--- src/rtl/wait_buffer_refill_ctrl.sv ---
// Refill sequencer for the non-blocking data cache wait buffer: walks pending
// entries of a returning block, merges stores into a line copy and queues load results.
module wait_buffer_refill_ctrl #(
    parameter int DATA_WIDTH     = 32,
    parameter int ADDR_BITS      = 32,
    parameter int BLOCK_ID_START = 5,
    parameter int R_WIDTH        = 6,
    parameter int MICROOP        = 5,
    parameter int ROB_TICKET     = 3,
    parameter int DEPTH          = 8,
    localparam int BLOCK_W       = 8 << BLOCK_ID_START
) (
    input  logic                  clk,
    input  logic                  rst_n,
    input  logic                  fill_valid,
    input  logic [ADDR_BITS-1:0]  fill_address,
    input  logic [BLOCK_W-1:0]    fill_block,
    output logic                  fill_ready,
    output logic [ADDR_BITS-1:0]  wb_search_address,
    output logic                  wb_search_invalidate,
    input  logic                  wb_in_walk_mode,
    input  logic                  wb_found_one,
    input  logic                  wb_found_multi,
    input  logic                  wb_is_store,
    input  logic [ADDR_BITS-1:0]  wb_address_o,
    input  logic [DATA_WIDTH-1:0] wb_data,
    input  logic [MICROOP-1:0]    wb_microop,
    input  logic [R_WIDTH-1:0]    wb_dest,
    input  logic [ROB_TICKET-1:0] wb_ticket,
    output logic                  line_valid,
    input  logic                  line_ready,
    output logic [ADDR_BITS-1:0]  line_address,
    output logic [BLOCK_W-1:0]    line_data,
    output logic                  ld_valid,
    input  logic                  ld_ready,
    output logic [DATA_WIDTH-1:0] ld_data,
    output logic [R_WIDTH-1:0]    ld_dest,
    output logic [ROB_TICKET-1:0] ld_ticket
);

    localparam int OFF_W   = BLOCK_ID_START;
    localparam int WI_W    = OFF_W - 2;
    localparam int HI_W    = OFF_W - 1;
    localparam int NWORDS  = BLOCK_W / 32;
    localparam int NHALVES = BLOCK_W / 16;
    localparam int NBYTES  = BLOCK_W / 8;
    localparam int TAG_W   = ADDR_BITS - OFF_W;
    localparam int ENTRY_W = DATA_WIDTH + R_WIDTH + ROB_TICKET;
    localparam int PTR_W   = (DEPTH > 1) ? $clog2(DEPTH) : 1;
    localparam int CNT_W   = PTR_W + 1;

    localparam logic [2:0] S_IDLE  = 3'd0;
    localparam logic [2:0] S_START = 3'd1;
    localparam logic [2:0] S_WALK  = 3'd2;
    localparam logic [2:0] S_WRITE = 3'd3;
    localparam logic [2:0] S_ACK   = 3'd4;

    localparam logic [MICROOP-1:0] OP_LW  = MICROOP'(1);
    localparam logic [MICROOP-1:0] OP_LH  = MICROOP'(2);
    localparam logic [MICROOP-1:0] OP_LHU = MICROOP'(3);
    localparam logic [MICROOP-1:0] OP_LB  = MICROOP'(4);
    localparam logic [MICROOP-1:0] OP_LBU = MICROOP'(5);
    localparam logic [MICROOP-1:0] OP_SW  = MICROOP'(6);
    localparam logic [MICROOP-1:0] OP_SH  = MICROOP'(7);
    localparam logic [MICROOP-1:0] OP_SB  = MICROOP'(8);

    logic [2:0]         state_q, state_d;
    logic [TAG_W-1:0]   addr_q, addr_d;
    logic [BLOCK_W-1:0] line_q, line_d;
    logic               walk_first_q, walk_first_d;

    logic [PTR_W-1:0]   wr_ptr_q, wr_ptr_d;
    logic [PTR_W-1:0]   rd_ptr_q, rd_ptr_d;
    logic [CNT_W-1:0]   count_q, count_d;
    logic [ENTRY_W-1:0] fifo_mem [DEPTH];

    logic               fifo_empty;
    logic               fifo_full;
    logic               load_push;
    logic               load_pop;
    logic [DATA_WIDTH-1:0] load_data;
    logic [ENTRY_W-1:0] fifo_head;

    // Peeked entry decode
    logic [OFF_W-1:0]   offset;
    logic [WI_W-1:0]    word_idx;
    logic [HI_W-1:0]    half_idx;
    logic               walk_proc;
    logic               do_sw, do_sh, do_sb;

    assign offset    = wb_address_o[OFF_W-1:0];
    assign word_idx  = offset[OFF_W-1:2];
    assign half_idx  = offset[OFF_W-1:1];
    assign walk_proc = (state_q == S_WALK) && wb_in_walk_mode;
    assign do_sw     = walk_proc && (wb_microop == OP_SW);
    assign do_sh     = walk_proc && (wb_microop == OP_SH);
    assign do_sb     = walk_proc && (wb_microop == OP_SB);

    logic [31:0]        line_words  [NWORDS];
    logic [15:0]        line_halves [NHALVES];
    logic [7:0]         line_bytes  [NBYTES];
    logic [BLOCK_W-1:0] merged_line;

    genvar gi;
    generate
        for (gi = 0; gi < NWORDS; gi++) begin : g_words
            assign line_words[gi] = line_q[32*gi +: 32];
        end
        for (gi = 0; gi < NHALVES; gi++) begin : g_halves
            assign line_halves[gi] = line_q[16*gi +: 16];
        end
        // Each byte lane picks its new value from whichever sized store covers it.
        for (gi = 0; gi < NBYTES; gi++) begin : g_lanes
            logic lane_sw, lane_sh, lane_sb;
            assign line_bytes[gi] = line_q[8*gi +: 8];
            assign lane_sw = do_sw && (word_idx == WI_W'(gi / 4));
            assign lane_sh = do_sh && (half_idx == HI_W'(gi / 2));
            assign lane_sb = do_sb && (offset == OFF_W'(gi));
            assign merged_line[8*gi +: 8] = lane_sw ? wb_data[8*(gi % 4) +: 8] :
                                            lane_sh ? wb_data[8*(gi % 2) +: 8] :
                                            lane_sb ? wb_data[7:0] :
                                                      line_bytes[gi];
        end
    endgenerate

    logic [31:0] sel_word;
    logic [15:0] sel_half;
    logic [7:0]  sel_byte;

    assign sel_word = line_words[word_idx];
    assign sel_half = line_halves[half_idx];
    assign sel_byte = line_bytes[offset];

    always_comb begin
        load_push = 1'b0;
        load_data = '0;
        if (walk_proc) begin
            case (wb_microop)
                OP_LW: begin
                    load_push = 1'b1;
                    load_data = DATA_WIDTH'(sel_word);
                end
                OP_LH: begin
                    load_push = 1'b1;
                    load_data = {{(DATA_WIDTH-16){sel_half[15]}}, sel_half};
                end
                OP_LHU: begin
                    load_push = 1'b1;
                    load_data = {{(DATA_WIDTH-16){1'b0}}, sel_half};
                end
                OP_LB: begin
                    load_push = 1'b1;
                    load_data = {{(DATA_WIDTH-8){sel_byte[7]}}, sel_byte};
                end
                OP_LBU: begin
                    load_push = 1'b1;
                    load_data = {{(DATA_WIDTH-8){1'b0}}, sel_byte};
                end
                default: ;
            endcase
        end
    end

    always_comb begin
        state_d      = state_q;
        addr_d       = addr_q;
        line_d       = line_q;
        walk_first_d = walk_first_q;
        case (state_q)
            S_IDLE: begin
                // A new fill waits for the load FIFO to drain so a full walk cannot overflow it.
                if (fill_valid && fifo_empty) begin
                    addr_d  = fill_address[ADDR_BITS-1:OFF_W];
                    line_d  = fill_block;
                    state_d = wb_found_one ? S_START : S_ACK;
                end
            end
            S_START: begin
                walk_first_d = 1'b1;
                state_d      = S_WALK;
            end
            S_WALK: begin
                walk_first_d = 1'b0;
                if (wb_in_walk_mode) begin
                    line_d = merged_line;
                end else if (!walk_first_q) begin
                    state_d = S_WRITE;
                end
            end
            S_WRITE: begin
                if (line_ready) begin
                    state_d = S_ACK;
                end
            end
            S_ACK:   state_d = S_IDLE;
            default: state_d = S_IDLE;
        endcase
    end

    always_ff @(posedge clk or negedge rst_n) begin
        if (!rst_n) begin
            state_q      <= S_IDLE;
            addr_q       <= '0;
            line_q       <= '0;
            walk_first_q <= 1'b0;
        end else begin
            state_q      <= state_d;
            addr_q       <= addr_d;
            line_q       <= line_d;
            walk_first_q <= walk_first_d;
        end
    end

    assign wb_search_address    = (state_q == S_IDLE) ?
                                  {fill_address[ADDR_BITS-1:OFF_W], {OFF_W{1'b0}}} :
                                  {addr_q, {OFF_W{1'b0}}};
    assign wb_search_invalidate = (state_q == S_START);
    assign line_valid           = (state_q == S_WRITE);
    assign fill_ready           = (state_q == S_ACK);
    assign line_address         = {addr_q, {OFF_W{1'b0}}};
    assign line_data            = line_q;

    // Load result FIFO, first-word fall-through
    assign fifo_empty = (count_q == '0);
    assign fifo_full  = (count_q == CNT_W'(DEPTH));
    assign load_pop   = ld_valid && ld_ready;

    always_comb begin
        wr_ptr_d = wr_ptr_q;
        rd_ptr_d = rd_ptr_q;
        count_d  = count_q;
        if (load_push) begin
            wr_ptr_d = (wr_ptr_q == PTR_W'(DEPTH - 1)) ? '0 : wr_ptr_q + 1'b1;
        end
        if (load_pop) begin
            rd_ptr_d = (rd_ptr_q == PTR_W'(DEPTH - 1)) ? '0 : rd_ptr_q + 1'b1;
        end
        case ({load_push, load_pop})
            2'b10:   count_d = count_q + 1'b1;
            2'b01:   count_d = count_q - 1'b1;
            default: count_d = count_q;
        endcase
    end

    always_ff @(posedge clk or negedge rst_n) begin
        if (!rst_n) begin
            wr_ptr_q <= '0;
            rd_ptr_q <= '0;
            count_q  <= '0;
        end else begin
            wr_ptr_q <= wr_ptr_d;
            rd_ptr_q <= rd_ptr_d;
            count_q  <= count_d;
        end
    end

    always_ff @(posedge clk) begin
        if (load_push) begin
            fifo_mem[wr_ptr_q] <= {load_data, wb_dest, wb_ticket};
        end
    end

    assign fifo_head = fifo_mem[rd_ptr_q];
    assign ld_valid  = !fifo_empty;
    assign ld_data   = ld_valid ? fifo_head[ENTRY_W-1 -: DATA_WIDTH] : '0;
    assign ld_dest   = ld_valid ? fifo_head[ROB_TICKET +: R_WIDTH] : '0;
    assign ld_ticket = ld_valid ? fifo_head[ROB_TICKET-1:0] : '0;

    no_push_when_full: assert property (@(posedge clk) disable iff (!rst_n) !(load_push && fifo_full));

    // Inputs that carry no information this controller needs
    logic unused_inputs;
    assign unused_inputs = ^{wb_is_store, wb_found_multi, fill_address[OFF_W-1:0],
                             wb_address_o[ADDR_BITS-1:OFF_W]};

endmodule

--- config.mk ---
export PLATFORM = sky130hd
export DESIGN_NAME = wait_buffer_refill_ctrl
export DESIGN_NICKNAME = d
export VERILOG_FILES = /design/src/rtl/wait_buffer_refill_ctrl.sv
export SDC_FILE = /design/constraint.sdc
export NUM_CORES = 2
export LEC_CHECK = 0
export BUFFER_PORTS_ARGS = -buffer_cell sky130_fd_sc_hd__buf_2
export CORE_AREA = 10 10 277 279
export CTS_BUF_LIST = sky130_fd_sc_hd__clkbuf_4 sky130_fd_sc_hd__clkbuf_8
export CTS_CLUSTER_SIZE = 24
export DETAILED_ROUTE_END_ITERATION = 6
export DIE_AREA = 0 0 287 289
export PLACE_DENSITY = 0.78
export REMOVE_ABC_BUFFERS = 1
export SETUP_SLACK_MARGIN = 0.5
export SLEW_MARGIN = 25
export SYNTH_ARGS = -nofsm -noshare
export SYNTH_HDL_FRONTEND = slang
export SYNTH_SLANG_ARGS = --single-unit
--- constraint.sdc ---
create_clock -name clk -period 5.7 [get_ports clk]
set_input_delay 1.14 -clock clk [delete_from_list [all_inputs] [get_ports clk]]
set_output_delay 1.14 -clock clk [all_outputs]
set_load 0.1 [all_outputs]
==> impl_metrics.tcl <==
set metrics [dict create \
    yosys_most_used_dff "edfxtp_1" \
    drt_iter0_drc 3840 \
    ioPinCount 740 \
    core_area_um2 71120 \
    clock_latency_ns 0.76 \
    cp_top_family "multiplexers" \
    crit_path_cell_trace "buf_4 -> mux4_2 -> mux2i_1 -> nor2_1 -> buf_2" \
    ant_nets 0 \
    die_w_um 287 \
    path_class "flip-flop to output pin" \
    numCtsBuffers 107 \
    clk_pin_slew_ns 0.06 \
    required_ns 4.56 \
    clk_path_buf_depth 3 \
    arrival_ns 3.39 \
    cts-root-buf "clkbuf_8" \
    relSlewSlack_pct 22.28 \
    cts.htree.levels 3 \
    finClkSkew_ns 0.05840 \
    grt_max_degree 227 \
    wl_met1_um 50740 \
    final_common_cell "buf_2" \
    netlist_instances 2756 \
    drive_above_1_share_pct 40.57 \
    rsz0062_at_grt "no" \
    final_cell_mix "690 x buf_2, 360 x mux2i_1, 328 x edfxtp_1" \
    period_share_pct 79.39 \
    run_status "completed" \
    antenna_found_initial 43 \
    start_kind "flip-flop" \
    cts_resized 0 \
    cts_tree "yes" \
    crit_fanout 34 \
    grt_pass1_vias 28257 \
    synth_edf_count 328 \
    final_nets 3776 \
    ys_seq_elements 625 \
    ys_warn_count 0 \
    wl_met3_um 17640 \
    track_usage_pct 33.12 \
    whs_ns 0.3353 \
    slowest_delay_ns 0.86 \
    rows 98 \
    grt_pass1_wl_um 200800 \
    hold_buffers 0 \
    hp-class "primary input to async pin" \
    first_pass_iters 6 \
    gp_congestion 0.9811 \
    drt_wl_total_um 142200 \
    io_buffer_count 695 \
    top_layer "met5" \
    num_vias 28530 \
    critPathCaptureType "output pin" \
    timing_hold_violations_final 0 \
    cap_violations 0 \
    period_needed_ns 4.525 \
    dieArea_um2 82940 \
    drcViolationCount 0 \
    postSynth.asyncResetShare_pct 47.52 \
    path_buf_inv 2 \
    setup_viol 0 \
    slew_viol_final 0 \
    start_util_pct 49.28 \
    setup_tns_ns 0 \
    yosysSeqAreaShare_pct 49.31 \
    wl_met2_um 65910 \
    syn_area_per_cell_um2 12.72 \
    avgViaCountPerCell 6.395 \
    worst_slew_pin_slew_ns 1.166 \
    hpwlAfterDp_um 102300 \
    grt.overflow.total 0 \
    netlist_area_um2 35050 \
    post_cts_buffers 0 \
    maxClockFrequency_mhz 221.0 \
    syn2layout_area_growth_pct 19.59 \
    wl_per_cell_um 31.87 \
    clock_sinks 625 \
    die_y_um 289 \
    ys_types 78 \
    crit_path_top_delay_cell "dfrtp_4" \
    num-fill-cells 5740 \
]
-- logic make-up (layout without fill, tap and decap cells) --
logic type | Yosys count | count (layout) | synth area share [%]
other | 1 | 41 | 0.01070
XOR/XNOR | 5 | 5 | 0.1249
AND/OR/NAND/NOR | 504 | 504 | 6.933
adder cells (fa/ha/maj) | 7 | 7 | 0.2499
multiplexers | 759 | 759 | 29.88
flip-flops | 625 | 625 | 49.31
buffers and inverters | 328 | 1043 | 4.105
AO/OA/AOI/OAI | 527 | 527 | 9.392
-- per-stage QoR --
step | std cells | cell area [um2] | worst slack, ns | util [%]
after floorplan | 2512 | 33930 | -2.547 | -
after global placement | 4235 | 39430 | 1.236 | 55.44
after detailed placement | 4235 | 39460 | 1.210 | 55.49
after CTS | 4430 | 41830 | 1.104 | 58.82
after global routing | 4447 | 41880 | 0.9216 | 58.89
final | 4461 | 41920 | 1.175 | 58.94
-- worst paths after layout --
check	endpoint	start	depth (start not counted)	slack [ns]
max in group asynchronous	line_data[196]	rst_n	2	4.01
worst min-delay path	line_data[169]	rst_n	1	0.34
worst max-delay path	ld_data[7]	rd_ptr_q[0]	5	1.17
worst max register to register	fifo_mem[5][31]	state_q[0]	7	2.01
worst min register to register	line_data[200]	line_data[200]	1	0.52
min in group clk	line_data[200]	line_data[200]	1	0.52
-- area by class of cell --
cell class | instances | area [um2] | area share [%]
sequential | 625 | 17290 | 41.25
multi-input combinational | 1812 | 16490 | 39.35
timing repair buffer | 773 | 4213 | 10.05
clock buffer | 171 | 2091 | 4.988
tap | 950 | 1189 | 2.836
clock inverter | 24 | 281.5 | 0.6716
inverter | 75 | 281.5 | 0.6716
antenna | 31 | 77.57 | 0.1851
-- Yosys cell counts, drive strengths merged, types with 6 or more instances --
master	count	area (um2)
ha	7	87.58
o21ai	228	1201
nor3b	7	63.81
buf	132	703.2
a21o	8	60.06
mux4	211	4752
edfxtp	328	9849
nor2	83	311.6
o221ai	7	67.56
a31oi	14	140.1
mux2	188	2117
a22o	6	52.55
nand4	15	131.4
nor3	8	40.04
and3	7	43.79
mux2i	360	3603
nor4	9	191.4
o22ai	10	68.81
a221oi	9	122.6
nand2b	7	43.79
a21oi	144	724.5
and2	11	68.82
nand3	14	70.07
clkbuf	121	454.2
dfrtp	297	7432
inv	74	277.8
o22a	58	508.0
nand2	309	1165
o211ai	19	142.6
a211oi	6	45.04
-- routing by layer --
| layer | up-vias | track usage (%) |
|---|---|---|
| met5 | - | 0 |
| met4 | 20 | 17.28 |
| met3 | 438 | 10.74 |
| met2 | 2136 | 51.62 |
| met1 | 14157 | 40.94 |
| li1 | 11779 | - |
-- sequential cells by signal, summed over array words and instances (netlist names) --
| name | flops |
|---|---|
| addr_q | 27 |
| count_q | 4 |
| fifo_mem | 328 |
| line_data | 256 |
| rd_ptr_q | 3 |
| state_q | 3 |
| walk_first_q | 1 |
| wr_ptr_q | 3 |
Power is left out: the tool's default activity adds up to more than one toggle a clock period on the data nets, which glitch-free logic cannot reach.
